### src/rtl/imem_byte_loader.sv
// Byte-serial program loader: synchronizes a pin strobe, assembles framed words and writes the CPU imem.
// Optional build macro IMEM_LOADER_CHECKSUM_EN adds a trailing XOR checksum byte to every load frame.
module imem_byte_loader #(
    parameter int         ADDR_W    = 6,
    parameter logic [7:0] CMD_LOAD  = 8'hA5,
    parameter logic [7:0] CMD_START = 8'h5A
) (
    input  logic              clk,
    input  logic              rst,
    input  logic [7:0]        byte_in,
    input  logic              byte_stb,
    output logic              imem_we,
    output logic [ADDR_W-1:0] imem_addr,
    output logic [31:0]       imem_wdata,
    output logic              cpu_hold,
    output logic              busy,
    output logic              err
);

    typedef enum logic [2:0] {
        IDLE,
        ADDR,
        D0,
        D1,
        D2,
        D3,
        CSUM,
        WRITE
    } state_t;

    state_t              state_q, state_d;
    logic                stbMeta_q, stbSync_q, stbLast_q;
    logic [7:0]          byteMeta_q, byteSync_q;
    logic [ADDR_W-1:0]   addr_q, addr_d;
    logic [31:0]         data_q, data_d;
    logic [ADDR_W-1:0]   wAddr_q, wAddr_d;
    logic [31:0]         wData_q, wData_d;
    logic                we_q, we_d;
    logic                hold_q, hold_d;
    logic                err_q, err_d;
    logic                accept;
`ifdef IMEM_LOADER_CHECKSUM_EN
    logic [7:0]          csum_q, csum_d;
`endif

    // The byte travels through the same two stages as the strobe, so at the accept
    // cycle byteSync_q holds the value that was stable when the strobe rose.
    always_ff @(posedge clk or posedge rst) begin
        if (rst) begin
            stbMeta_q  <= 1'b0;
            stbSync_q  <= 1'b0;
            stbLast_q  <= 1'b0;
            byteMeta_q <= 8'h00;
            byteSync_q <= 8'h00;
        end else begin
            stbMeta_q  <= byte_stb;
            stbSync_q  <= stbMeta_q;
            stbLast_q  <= stbSync_q;
            byteMeta_q <= byte_in;
            byteSync_q <= byteMeta_q;
        end
    end

    assign accept = stbSync_q & ~stbLast_q;

    always_ff @(posedge clk or posedge rst) begin
        if (rst) begin
            state_q <= IDLE;
            addr_q  <= '0;
            data_q  <= 32'h0;
            wAddr_q <= '0;
            wData_q <= 32'h0;
            we_q    <= 1'b0;
            hold_q  <= 1'b1;
            err_q   <= 1'b0;
`ifdef IMEM_LOADER_CHECKSUM_EN
            csum_q  <= 8'h00;
`endif
        end else begin
            state_q <= state_d;
            addr_q  <= addr_d;
            data_q  <= data_d;
            wAddr_q <= wAddr_d;
            wData_q <= wData_d;
            we_q    <= we_d;
            hold_q  <= hold_d;
            err_q   <= err_d;
`ifdef IMEM_LOADER_CHECKSUM_EN
            csum_q  <= csum_d;
`endif
        end
    end

    // Write-port registers load only when a frame completes, so imem_addr/imem_wdata
    // stay put while the next frame is being assembled.
    always_comb begin
        state_d = state_q;
        addr_d  = addr_q;
        data_d  = data_q;
        wAddr_d = wAddr_q;
        wData_d = wData_q;
        we_d    = 1'b0;
        hold_d  = hold_q;
        err_d   = err_q;
`ifdef IMEM_LOADER_CHECKSUM_EN
        csum_d  = csum_q;
`endif
        case (state_q)
            IDLE: begin
                if (accept) begin
                    if (byteSync_q == CMD_LOAD) begin
                        state_d = ADDR;
                        hold_d  = 1'b1;
                    end else if (byteSync_q == CMD_START) begin
                        hold_d  = 1'b0;
                    end else begin
                        err_d   = 1'b1;
                    end
                end
            end
            ADDR: begin
                if (accept) begin
                    addr_d  = byteSync_q[ADDR_W-1:0];
                    state_d = D0;
`ifdef IMEM_LOADER_CHECKSUM_EN
                    csum_d  = byteSync_q;
`endif
                end
            end
            D0: begin
                if (accept) begin
                    data_d[7:0] = byteSync_q;
                    state_d     = D1;
`ifdef IMEM_LOADER_CHECKSUM_EN
                    csum_d      = csum_q ^ byteSync_q;
`endif
                end
            end
            D1: begin
                if (accept) begin
                    data_d[15:8] = byteSync_q;
                    state_d      = D2;
`ifdef IMEM_LOADER_CHECKSUM_EN
                    csum_d       = csum_q ^ byteSync_q;
`endif
                end
            end
            D2: begin
                if (accept) begin
                    data_d[23:16] = byteSync_q;
                    state_d       = D3;
`ifdef IMEM_LOADER_CHECKSUM_EN
                    csum_d        = csum_q ^ byteSync_q;
`endif
                end
            end
            D3: begin
                if (accept) begin
                    data_d[31:24] = byteSync_q;
`ifdef IMEM_LOADER_CHECKSUM_EN
                    csum_d        = csum_q ^ byteSync_q;
                    state_d       = CSUM;
`else
                    wAddr_d       = addr_q;
                    wData_d       = data_d;
                    we_d          = 1'b1;
                    state_d       = WRITE;
`endif
                end
            end
            CSUM: begin
`ifdef IMEM_LOADER_CHECKSUM_EN
                if (accept) begin
                    if (byteSync_q == csum_q) begin
                        wAddr_d = addr_q;
                        wData_d = data_q;
                        we_d    = 1'b1;
                        state_d = WRITE;
                    end else begin
                        err_d   = 1'b1;
                        state_d = IDLE;
                    end
                end
`else
                state_d = IDLE;
`endif
            end
            WRITE: begin
                state_d = IDLE;
            end
            default: begin
                state_d = IDLE;
            end
        endcase
    end

    assign imem_we    = we_q;
    assign imem_addr  = wAddr_q;
    assign imem_wdata = wData_q;
    assign cpu_hold   = hold_q;
    assign busy       = (state_q != IDLE);
    assign err        = err_q;

endmodule

### config.mk
export PLATFORM = sky130hd
export DESIGN_NAME = imem_byte_loader
export DESIGN_NICKNAME = d
export VERILOG_FILES = /design/src/rtl/imem_byte_loader.sv
export SDC_FILE = /design/constraint.sdc
export NUM_CORES = 1
export LEC_CHECK = 0
export CAP_MARGIN = 25
export CORE_MARGIN = 5
export CORE_UTILIZATION = 50
export CTS_CLUSTER_DIAMETER = 120
export CTS_CLUSTER_SIZE = 40
export DETAILED_ROUTE_END_ITERATION = 12
export PLACE_DENSITY = 0.72
export SETUP_SLACK_MARGIN = 0.5
export SYNTH_ARGS = -nofsm -noshare
export SYNTH_HDL_FRONTEND = slang
export SYNTH_SLANG_ARGS = --single-unit
### constraint.sdc
create_clock -name clk -period 3.5 [get_ports clk]
set_input_delay 0.525 -clock clk [delete_from_list [all_inputs] [get_ports clk]]
set_output_delay 0.525 -clock clk [all_outputs]
set_load 0.05 [all_outputs]
======== Word-level counts from Yosys, hierarchy flattened ========
Cells that the tools add are included.
operators by class
  reductions and logical operators ........ 12
  bitwise operators ....................... 4
  equality and inequality tests ........... 16
  mux-type cells .......................... 12
operators by type and width
  kind                                           number
  two-way mux 3 bit                              7
  one-hot mux 3 bit (7 select lines)             1
  inequality test 2 bit, second input constant   7
  == test 3 bit, second input constant           4
  AND reduction 2 bit                            5
  == test 8 x 7 -> 1 bit, second input constant  1
  == test 8 bit, second input constant           1
  AND reduction 7 bit                            1
  == test 3 x 2 -> 1 bit, second input constant  2
  two-way mux 1 bit                              4
  AND reduction 4 bit                            1
  == test 3 x 1 -> 1 bit, second input constant  1
  logical NOT 3 bit                              1
  NOT 1 bit                                      3
  AND reduction 3 bit                            1
  nonzero test 3 bit                             1
  nonzero test 2 bit                             1
  OR reduction 2 bit                             1
  bitwise AND 1 bit                              1
storage, ports and cells
  flip-flop bits (word level) ............. 93

======== Depth between registers and ports, before layout ========
  depth after elaboration ................. 4
  gate-level depth with buffers ........... 6

======== Least setup slack after synthesis ========
No wires, ideal clock.
  kind .................................... register -> register
  start ................................... register state_q[2]
  end ..................................... register data_q[0]
  data required time ...................... 3.375 ns
  path slack .............................. 1.918 ns
  arrival ................................. 1.457 ns
  cell stages (with the launch flop) ...... 4
  path through ............................ dfrtp_1 -> nor3b_4 -> nor3b_4 -> mux2_2
between the ends
  word-level cells in the longest chain between the ends .. 2
ends and longest elaborated chain
  element                               line  text
  start, declared                       31    state_t state_q, state_d;
  start signal, assigned                80    state_q <= state_d;
  == test 3 x 2 -> 1 bit                108   case (state_q)
  AND reduction 2 bit (no source line)  n/a
  end signal, assigned                  82    data_q <= data_d;
  end, declared                         35    logic [31:0] data_q, data_d;
Every way passes these cells.
A chain may end at the register's enable or synchronous reset.

======== Worst setup path after layout ========
  start ................................... register state_q[1]
  end ..................................... output port busy
between the ends
  word-level cells in the longest chain between the ends .. 1
ends and longest elaborated chain
  element             line  text
  nonzero test 3 bit  201   assign busy = (state_q != IDLE);
  end, declared       16    output logic busy,
Every way passes these cells.

==> run_results.csv <==
group,metric,value,unit
critical_path,reg2reg_depth,3,
final_layout,final_cell_mix,"dfrtp_1, mux2_2, clkdlybuf4s50_1, clkbuf_8, nand2_1",
critical_path,end_kind,"output pin",
synthesis,syn_inst,198,
final_layout,drive_gt1_share,34.7,%
detailed_routing,dr.pass1.iters,4,
floorplan,die_area,0.00844,mm2
clocking,cts_setup_buffers,0,
final_layout,area_delta_synth_final,25.5,%
global_routing,grt_pass1_wl,9980,um
timing,layout_min_cycle_time,2460,ps
clocking,tritoncts,"built",
timing,tightestPinTransition,909,ps
critical_path,slowest_stage,"clkdlybuf4s50_1",
timing,rsz0062_at_grt,"false",
timing,setup_violations,0,
place,post-dp-hpwl,3920,um
detailed_routing,vias_per_cell,5.28,
clocking,path_clk_slew,90,ps
clocking,cts_buffers,9,
detailed_routing,ant_nets,0,
final_layout,stdcell_count,339,
worst_hold_path,hold_depth,0,
global_routing,first_global_vias,1912,
worst_hold_path,hold_class,"flop to flop",
timing,slew_headroom,39.4,%
critical_path,arrival,1930,ps
final_layout,multiInputGateArea,972,um2
pwr,power.leakage,1.92,nW
clocking,hold_buffers,0,
pwr,power_density,849,mW/mm2
final_layout,seq_area,0.00233,mm2
floorplan,io_pins,53,
place,gp_congestion,0.706,
synthesis,ys_warn_count,0,
pwr,ir_worst_vdd,0.446,mV
detailed_routing,wl_met1,2740,um
critical_path,path_max_fanout,8,
detailed_routing,topRoutingLayerUsed,"met4",
detailed_routing,routed_wl,5830,um
worst_hold_path,worstHoldStart,"byteMeta_q[2]",
critical_path,rrSetupSlack,1400,ps
global_routing,grt_max_degree,45,
synthesis,ys_types,22,
global_routing,grt_antenna_before_repair,0,
synthesis,synth_compound_area_share,1.12,%
clocking,ctsResizeCount,0,
critical_path,slowest_delay,700,ps
timing,fin_setup_tns,0,ps
clocking,clk_latency,350,ps
detailed_routing,drc_errors,0,
clocking,cts_buffer_depth,2,
critical_path,startpoint_type,"flop",
critical_path,path_class,"flop to output pin",
global_routing,track_usage,15.2,%
synthesis,yosys_register_bits,93,
floorplan,die_h,91.8,um
final_layout,layout_commonest_cell,"dfrtp_1",
timing,min_period_over_period,70.2,%
place,port_buffers,52,
synthesis,synthAdderAreaFrac,0,%
final_layout,diodes,0,
detailed_routing,wl_met3,228,um
floorplan,core,0.00642,mm2
clocking,cts_sinks,93,
critical_path,required,2970,ps
synthesis,synth_area,0.00335,mm2
final_layout,nFillCells,475,
detailed_routing,num_vias,1791,
synthesis,synth_top_family_by_area,"multiplexers",
critical_path,r2r_start,"state_q[0]",
synthesis,synth_xor_area_share,0,%
timing,hold_viol,0,
final_layout,nNetsFinal,268,
detailed_routing,route.met2.wl,2760,um
detailed_routing,initialDrtViolationCount,58,
timing,fmax,407,MHz
place,placedCellCount,323,
global_routing,grt_remaining_overflow,0,
synthesis,ys_seq_area_share,69.5,%
run_status,status,"finished, final reports clean",
synthesis,synth-simple-area-share,4.71,%
critical_path,r2r_end,"imem_wdata[24]",
synthesis,syn_nets,209,
worst_hold_path,min_to,"byteSync_q[2]",
clocking,cts-root-buf,"clkbuf_8",
timing,skew,4.73,ps
synthesis,syn_area_per_cell,16.9,um2
critical_path,cp_cell_sequence,"nor2_1, nand2_1, clkdlybuf4s50_1",
floorplan,start_util,52.2,%
clocking,h-tree-depth,3,
timing,maxSlewViolCount,0,
synthesis,muxShareOfSynthArea,23.2,%
floorplan,row_count,29,
floorplan,die_w,91.8,um
detailed_routing,wl_per_cell,17.2,um
flow_run,drv_cap,0,
[layout make-up]
cell class / instances / area share (%)
Sequential cell: 93 / 55.4
Multi-Input combinational cell: 96 / 23.1
Timing Repair Buffer: 54 / 13.0
Clock buffer: 10 / 3.27
Clock inverter: 6 / 2.59
Tap cell: 77 / 2.29
Inverter: 3 / 0.298
[synth_stat cells]
cell type	number	area, um2
mux2i_1	1	10.0
nand2_1	8	30.0
nor2b_1	2	12.5
a31oi_1	1	6.26
o2bb2ai_1	1	8.76
inv_1	3	11.3
nand4bb_1	1	11.3
nor2_1	1	3.75
mux2_2	68	766
dfrtp_1	92	2300
buf_6	1	11.3
nand4_1	1	6.26
buf_4	1	7.51
nor4bb_1	4	40.0
o211ai_1	1	7.51
dfstp_2	1	26.3
o21ai_0	1	5.00
nor3b_4	2	37.5
and3_1	1	6.26
a41o_1	1	10.0
buf_2	4	20.0
nand3_1	2	10.0
[stage by stage]
stage	setup slack, ps	util [%]	power [mW]	hold WS [ps]	cell area [um2]
finish	1040	65.5	3.57	353	4200
global route	965	65.5	3.74	359	4200
CTS	1030	65.5	3.61	354	4200
detailed placement	1400	61.6	2.75	335	3960
global placement	1450	61.6	2.71	331	3960
floorplan	556	-	2.37	331	3350
[logic make-up after synthesis]
| kind of cell | Yosys count |
|---|---|
| and+or+nand+nor | 22 |
| buffers and inverters | 9 |
| DFF | 93 |
| muxes | 69 |
| AOI/OAI and AO/OA | 5 |
[worst max-delay path: cells and delay by family, from the launching register on]
family	cells	cell delay, ps
buf+inv	1	700
flops	1	470
simple gates	2	410
[power by group]
group / leakage [nW] / switching (mW) / internal (mW)
Clock: 0.127 / 0.362 / 0.494
Combinational: 0.608 / 0.653 / 0.480
Sequential: 1.19 / 0.189 / 1.39
[per-layer routing]
metal  global-route usage, %  vias up
li1                        -      820
met5                       0        -
met2                    23.5       42
met4                    6.68        0
met1                    21.0      921
met3                    3.11        8
[worst max-delay path by stage]
stage,startpoint,end,slack [ps],cells past startpoint
after floorplan,rst,addr_q[0],560,1
after global placement,state_q[1],busy,1450,3
after detailed placement,state_q[0],imem_wdata[6],1400,3
after CTS,state_q[1],busy,1030,3
after global routing,state_q[0],busy,960,3
final,state_q[1],busy,1040,3
[flip-flops by register name, summed over array words and instances, names as in the netlist]
signal      flops
imem_wdata     32
data_q         24
byteMeta_q      8
byteSync_q      8
addr_q          6
imem_addr       6
state_q         3
cpu_hold        1
err             1
imem_we         1
stbLast_q       1
stbMeta_q       1
stbSync_q       1
Power figures use the tool's default switching activity.
